## config.mk

```make
export PLATFORM = sky130hd
export DESIGN_NAME = uart_receiver
export DESIGN_NICKNAME = d
export VERILOG_FILES = /design/src/rtl/uart_pkg.sv /design/src/rtl/baud_controller.sv /design/src/rtl/uart_receiver.sv
export SDC_FILE = /design/constraint.sdc
export NUM_CORES = 1
export LEC_CHECK = 0
export ABC_AREA = 0
export CORE_MARGIN = 2
export CORE_UTILIZATION = 49
export DETAILED_ROUTE_END_ITERATION = 6
export GPL_ROUTABILITY_DRIVEN = 0
export PLACE_DENSITY = 0.67
export SYNTH_ARGS = -nofsm -noshare
export SYNTH_HDL_FRONTEND = slang
export SYNTH_SLANG_ARGS = --single-unit
```

## constraint.sdc

```tcl
create_clock -name clk -period 1.8 [get_ports clk]
set_clock_uncertainty 0.05 [all_clocks]
set_input_delay 0.54 -clock clk [delete_from_list [all_inputs] [get_ports clk]]
set_output_delay 0.54 -clock clk [all_outputs]
set_load 0.01 [all_outputs]
```

## src/rtl/uart_pkg.sv

```systemverilog
// Shared UART definitions: receiver FSM states, baud codes, frame format and
// the baud divider table used by the receiver, the transmitter and baud_controller.
package uart_pkg;

    typedef enum logic [2:0] {IDLE, START, DATA, PARITY, STOP} rx_state_t;

    localparam logic [2:0] BAUD_300    = 3'b000;
    localparam logic [2:0] BAUD_1200   = 3'b001;
    localparam logic [2:0] BAUD_4800   = 3'b010;
    localparam logic [2:0] BAUD_9600   = 3'b011;
    localparam logic [2:0] BAUD_19200  = 3'b100;
    localparam logic [2:0] BAUD_38400  = 3'b101;
    localparam logic [2:0] BAUD_57600  = 3'b110;
    localparam logic [2:0] BAUD_115200 = 3'b111;

    localparam int DATA_BITS   = 8;
    localparam bit PARITY_EVEN = 1'b1;
    localparam int STOP_BITS   = 1;
    localparam int OVERSAMPLE  = 16;

    function automatic int baud_rate(input logic [2:0] code);
        case (code)
            BAUD_300:    return 300;
            BAUD_1200:   return 1200;
            BAUD_4800:   return 4800;
            BAUD_9600:   return 9600;
            BAUD_19200:  return 19200;
            BAUD_38400:  return 38400;
            BAUD_57600:  return 57600;
            default:     return 115200;
        endcase
    endfunction

    // Rounded clk_hz / (ticks_per_bit * baud); only called with constant arguments.
    function automatic int baud_divider(input int clk_hz, input int baud, input int ticks_per_bit);
        int den;
        den = ticks_per_bit * baud;
        return (clk_hz + den / 2) / den;
    endfunction

endpackage

```

## src/rtl/baud_controller.sv

```systemverilog
// Sample-tick generator: one-clk pulse every divider period selected by baud_select.
// mode=0 gives the 16x receive sampling rate, mode=1 the 1x transmit bit rate.
module baud_controller
    import uart_pkg::*;
#(
    parameter int CLK_HZ = 100_000_000
) (
    input  logic       clk,
    input  logic       reset,
    input  logic       enable,
    input  logic [2:0] baud_select,
    input  logic       mode,
    output logic       sample_ENABLE
);

    localparam int CNT_W = $clog2(CLK_HZ / 300 + 1);

    logic [CNT_W-1:0] div;
    logic [CNT_W-1:0] rx_div;
    logic [CNT_W-1:0] tx_div;
    logic [CNT_W-1:0] cnt;

    // Loop index is constant per iteration, so each table entry folds to a literal.
    always_comb begin
        rx_div = '0;
        tx_div = '0;
        for (int i = 0; i < 8; i++) begin
            if (baud_select == 3'(i)) begin
                rx_div = CNT_W'(baud_divider(CLK_HZ, baud_rate(3'(i)), OVERSAMPLE));
                tx_div = CNT_W'(baud_divider(CLK_HZ, baud_rate(3'(i)), 1));
            end
        end
        div = mode ? tx_div : rx_div;
    end

    always_ff @(posedge clk or posedge reset) begin
        if (reset) begin
            cnt           <= '0;
            sample_ENABLE <= 1'b0;
        end else if (!enable) begin
            cnt           <= '0;
            sample_ENABLE <= 1'b0;
        end else if (cnt >= div - CNT_W'(1)) begin
            cnt           <= '0;
            sample_ENABLE <= 1'b1;
        end else begin
            cnt           <= cnt + CNT_W'(1);
            sample_ENABLE <= 1'b0;
        end
    end

endmodule

```

## src/rtl/uart_receiver.sv

```systemverilog
// UART receive path: 16x oversampled 8E1 frames with parity and framing status.
// Bits are sampled mid-cell: sc=7 for the start bit, sc=15 for every later bit.
module uart_receiver
    import uart_pkg::*;
#(
    parameter int CLK_HZ = 100_000_000
) (
    input  logic                 clk,
    input  logic                 reset,
    input  logic                 Rx_EN,
    input  logic [2:0]           baud_select,
    input  logic                 RxD,
    output logic [DATA_BITS-1:0] Rx_DATA,
    output logic                 Rx_VALID,
    output logic                 Rx_PERROR,
    output logic                 Rx_FERROR
);

    logic                 rx_meta;
    logic                 rx_sync;
    logic                 tick;
    rx_state_t            state;
    logic [3:0]           sc;
    logic [2:0]           bi;
    logic [DATA_BITS-1:0] shift;
    logic                 perr;
    logic                 armed;

    baud_controller #(.CLK_HZ(CLK_HZ)) u_baud (
        .clk           (clk),
        .reset         (reset),
        .enable        (Rx_EN),
        .baud_select   (baud_select),
        .mode          (1'b0),
        .sample_ENABLE (tick)
    );

    always_ff @(posedge clk or posedge reset) begin
        if (reset) begin
            rx_meta <= 1'b1;
            rx_sync <= 1'b1;
        end else begin
            rx_meta <= RxD;
            rx_sync <= rx_meta;
        end
    end

    // armed drops after a low stop bit so a held break cannot retrigger until the line idles high.
    always_ff @(posedge clk or posedge reset) begin
        if (reset) begin
            state     <= IDLE;
            sc        <= '0;
            bi        <= '0;
            shift     <= '0;
            perr      <= 1'b0;
            armed     <= 1'b1;
            Rx_DATA   <= '0;
            Rx_VALID  <= 1'b0;
            Rx_PERROR <= 1'b0;
            Rx_FERROR <= 1'b0;
        end else begin
            Rx_VALID <= 1'b0;
            if (!Rx_EN) begin
                state <= IDLE;
                sc    <= '0;
                bi    <= '0;
                shift <= '0;
            end else if (tick) begin
                case (state)
                    IDLE: begin
                        if (rx_sync) begin
                            armed <= 1'b1;
                        end else if (armed) begin
                            state <= START;
                            sc    <= '0;
                        end
                    end
                    START: begin
                        if (sc == 4'd7) begin
                            if (!rx_sync) begin
                                Rx_PERROR <= 1'b0;
                                Rx_FERROR <= 1'b0;
                                sc        <= '0;
                                bi        <= '0;
                                state     <= DATA;
                            end else begin
                                state <= IDLE;
                            end
                        end else begin
                            sc <= sc + 4'd1;
                        end
                    end
                    DATA: begin
                        sc <= sc + 4'd1;
                        if (sc == 4'd15) begin
                            shift <= {rx_sync, shift[DATA_BITS-1:1]};
                            bi    <= bi + 3'd1;
                            if (bi == 3'(DATA_BITS - 1))
                                state <= PARITY;
                        end
                    end
                    PARITY: begin
                        sc <= sc + 4'd1;
                        if (sc == 4'd15) begin
                            perr  <= (^shift) ^ rx_sync ^ ~PARITY_EVEN;
                            state <= STOP;
                        end
                    end
                    STOP: begin
                        sc <= sc + 4'd1;
                        if (sc == 4'd15) begin
                            Rx_DATA   <= shift;
                            Rx_PERROR <= perr;
                            Rx_FERROR <= ~rx_sync;
                            Rx_VALID  <= ~perr & rx_sync;
                            armed     <= rx_sync;
                            state     <= IDLE;
                        end
                    end
                    default: state <= IDLE;
                endcase
            end
        end
    end

endmodule

```

==> out/metrics.yaml <==
outcome:
  status: "complete, but fails checks"
  violations: "negative setup slack"
drt:
  drc_errors: 0
  antenna_left: 0
  viasPerCell: 5.43
  initialDrtViolationCount: 99
  wl_per_cell_um: 14.1
  wirelength_um: 6820
  vias: 2624
  firstDrtPassIters: 4
synthesis:
  yosysUniqueCellTypes: 60
  synth-edff-count: 0
  synth_top_area_cell: "dfrtp_1"
  ys_top_cells_by_area: "dfrtp_1, ha_1, xnor2_1"
  synth_common_cells: "dfrtp_1, nand2_1, ha_1"
  ys.flop_type: "dfrtp_1"
  postSynthAreaPerCell_um2: 9.96
  synth_cells: 329
  synth_top_area_share_pct: 38.2
  ys_seq_elements: 53
  synth_most_common_cell: "dfrtp_1"
  yosysWarnings: 0
  synth_area_mm2: 0.00328
  ys_async_sr_fraction_pct: 100
  ys_seq_area_share_pct: 40.6
clock_tree:
  numCtsBuffers: 5
  ctsHtreeMaxLevel: 2
  clk_latency_ns: 0.31
  clockRootBuffer: "clkbuf_8"
  clk_pin_slew_ns: 0.10
  cts.sinks: 53
  cts_buffer_depth: 2
  cts_tree: "done"
finish:
  antennaDiodeCount: 0
  fill_cells: 510
  syn_to_final_growth_pct: 32.5
  fin_util_pct: 67.6
  drive_gt1_share_pct: 31.8
  postLayoutCellArea_mm2: 0.00434
  fin_nets: 436
grt:
  grt_pass1_wl_um: 12000
  grt_usage_pct: 20.1
  grt_antenna_before_repair: 0
  grt_pass1_vias: 2551
  grt_max_degree: 54
  gr-total-overflow: 0
sta:
  setup_viol: 20
  fmax_mhz: 362
  min_period_over_period_pct: 153
  worst_slack_ns: -0.962
  holdWs_ns: 0.313
  min_period_ns: 2.76
  rsz0062_at_grt: "true"
  hold_viol: 0
  report.final.slew_viol_count: 0
die:
  die_w_um: 85.8
  num_rows: 29
  io_pins: 18
  fp.coreArea_mm2: 0.00642
  fp.dieH_um: 85.8
  dieArea_mm2: 0.00735
  start_util_pct: 51.0
pwr:
  power_density_mw_per_mm2: 537
  finalPower_mw: 2.33
  ir_drop_v: 0.000431
  total_leakage_power_nw: 2.11
min_path:
  hp-class: "flop to flop"
setup_path:
  worstSetupPathType: "input pin to flop"
  start_kind: "input pin"
  crit_fanout: 6
  required_ns: 1.95
  end_kind: "flop"
  arrival_ns: 2.92
place:
  hpwl_um: 5010
  place_area_mm2: 0.00402
  io_buffers: 17
  dp_slack_ns: -1.81
job:
  maxCapViolCount: 0
logic make-up (layout without fill, tap and decap cells):
family                     Yosys count  in the layout  synth area share [%]
and+or+nand+nor                    132            132                  24.2
adders and majority gates           25             25                  9.47
buffers and inverters               24             96                  3.17
xor gates and xnor gates            29             29                  7.75
DFF                                 53             53                  40.6
muxes                               12             12                  4.05
AOI/OAI and AO/OA                   53             53                  10.7
other                                1              6                 0.114
final cells by class:
type / count / area [um2] / share of cell area [%]
clock buffers: 5 / 68.8 / 1.59
clock inverters: 3 / 43.8 / 1.01
inverters: 9 / 37.5 / 0.865
multi-input cells: 257 / 2050 / 47.3
flip-flops and latches: 53 / 1330 / 30.6
well taps: 77 / 96.3 / 2.22
repair buffers: 79 / 712 / 16.4
flip-flops by register name, indices dropped and copies added, names as in the netlist, 3 cells and up:
name and cells:
u_baud.cnt 19, Rx_DATA 8, shift 8, sc 4
bi 3, state 3
power breakdown:
| part | switching, mW | internal (mW) |
|---|---|---|
| clock | 0.407 | 0.417 |
| combinational | 0.147 | 0.145 |
| sequential | 0.0125 | 1.20 |
| total | 0.567 | 1.77 |
per-stage QoR:
stage	instances	TNS, ns
2_1_floorplan	334	-23.55
3_3_place_gp	469	-38.86
3_5_place_dp	469	-40.38
4_1_cts	481	-20.17
5_1_grt	483	-20.35
6_report	483	-18.77
repair_timing:
item	in CTS	in global routing
gates cloned	2	0
endpoints found under the hold margin	0	0
endpoints found under the setup margin	30	38
buffers inserted	2	2
hold buffers	0	0
resized for setup	39	24
pin swaps	9	6
worst max-delay path, cell delays in order:
cell and delay [ns]:
buf_12 0.11, xnor2_4 0.22, xnor2_4 0.16, ha_4 0.16, nor3_2 0.04, or3b_4 0.38, ha_4 0.28, a21oi_2 0.04
o21ai_1 0.09, or3b_4 0.39, a31oi_4 0.25, buf_6 0.19, nor3_1 0.06
cells in the final DEF (no fill, tap or decap), drive strengths merged, types with 3 or more instances in the layout:
| master | synthesis | layout |
|---|---|---|
| a21o | 3 | 3 |
| a21oi | 12 | 12 |
| and3 | 6 | 6 |
| buf | 9 | 65 |
| clkbuf | 6 | 5 |
| conb | 1 | 6 |
| dfrtp | 50 | 50 |
| dfstp | 3 | 3 |
| dlygate4sd2 | 0 | 4 |
| dlymetal6s2s | 0 | 8 |
| ha | 24 | 24 |
| inv | 9 | 9 |
| mux2 | 10 | 10 |
| nand2 | 31 | 31 |
| nand2b | 5 | 5 |
| nand3 | 23 | 23 |
| nand3b | 3 | 3 |
| nand4 | 10 | 10 |
| nor2 | 13 | 13 |
| nor2b | 3 | 3 |
| nor3 | 23 | 23 |
| nor4 | 4 | 4 |
| o21ai | 16 | 16 |
| o31ai | 4 | 4 |
| xnor2 | 18 | 18 |
| xor2 | 11 | 11 |
per-layer routing:
layer / up-vias / track usage [%] / wire, um
met1: 1270 / 28.1 / 3390
met4: 0 / 4.18 / 40
li1: 1328 / - / -
met5: - / 0 / 0
met2: 21 / 33.2 / 3250
met3: 5 / 3.27 / 143
path summary, 6_finish.rpt:
kind	cells past startpoint	from	slack, ns	end
worst max-delay path	13	baud_select[0]	-0.96	u_baud.cnt[8]
worst min register to register	0	rx_meta	0.31	rx_sync
worst max register to register	7	u_baud.cnt[6]	-0.16	u_baud.cnt[8]
worst min-delay path	0	rx_meta	0.31	rx_sync
min in group asynchronous	3	reset	0.58	Rx_DATA[5]
max in group asynchronous	3	reset	0.82	armed
(Power assumes the default switching activity.)
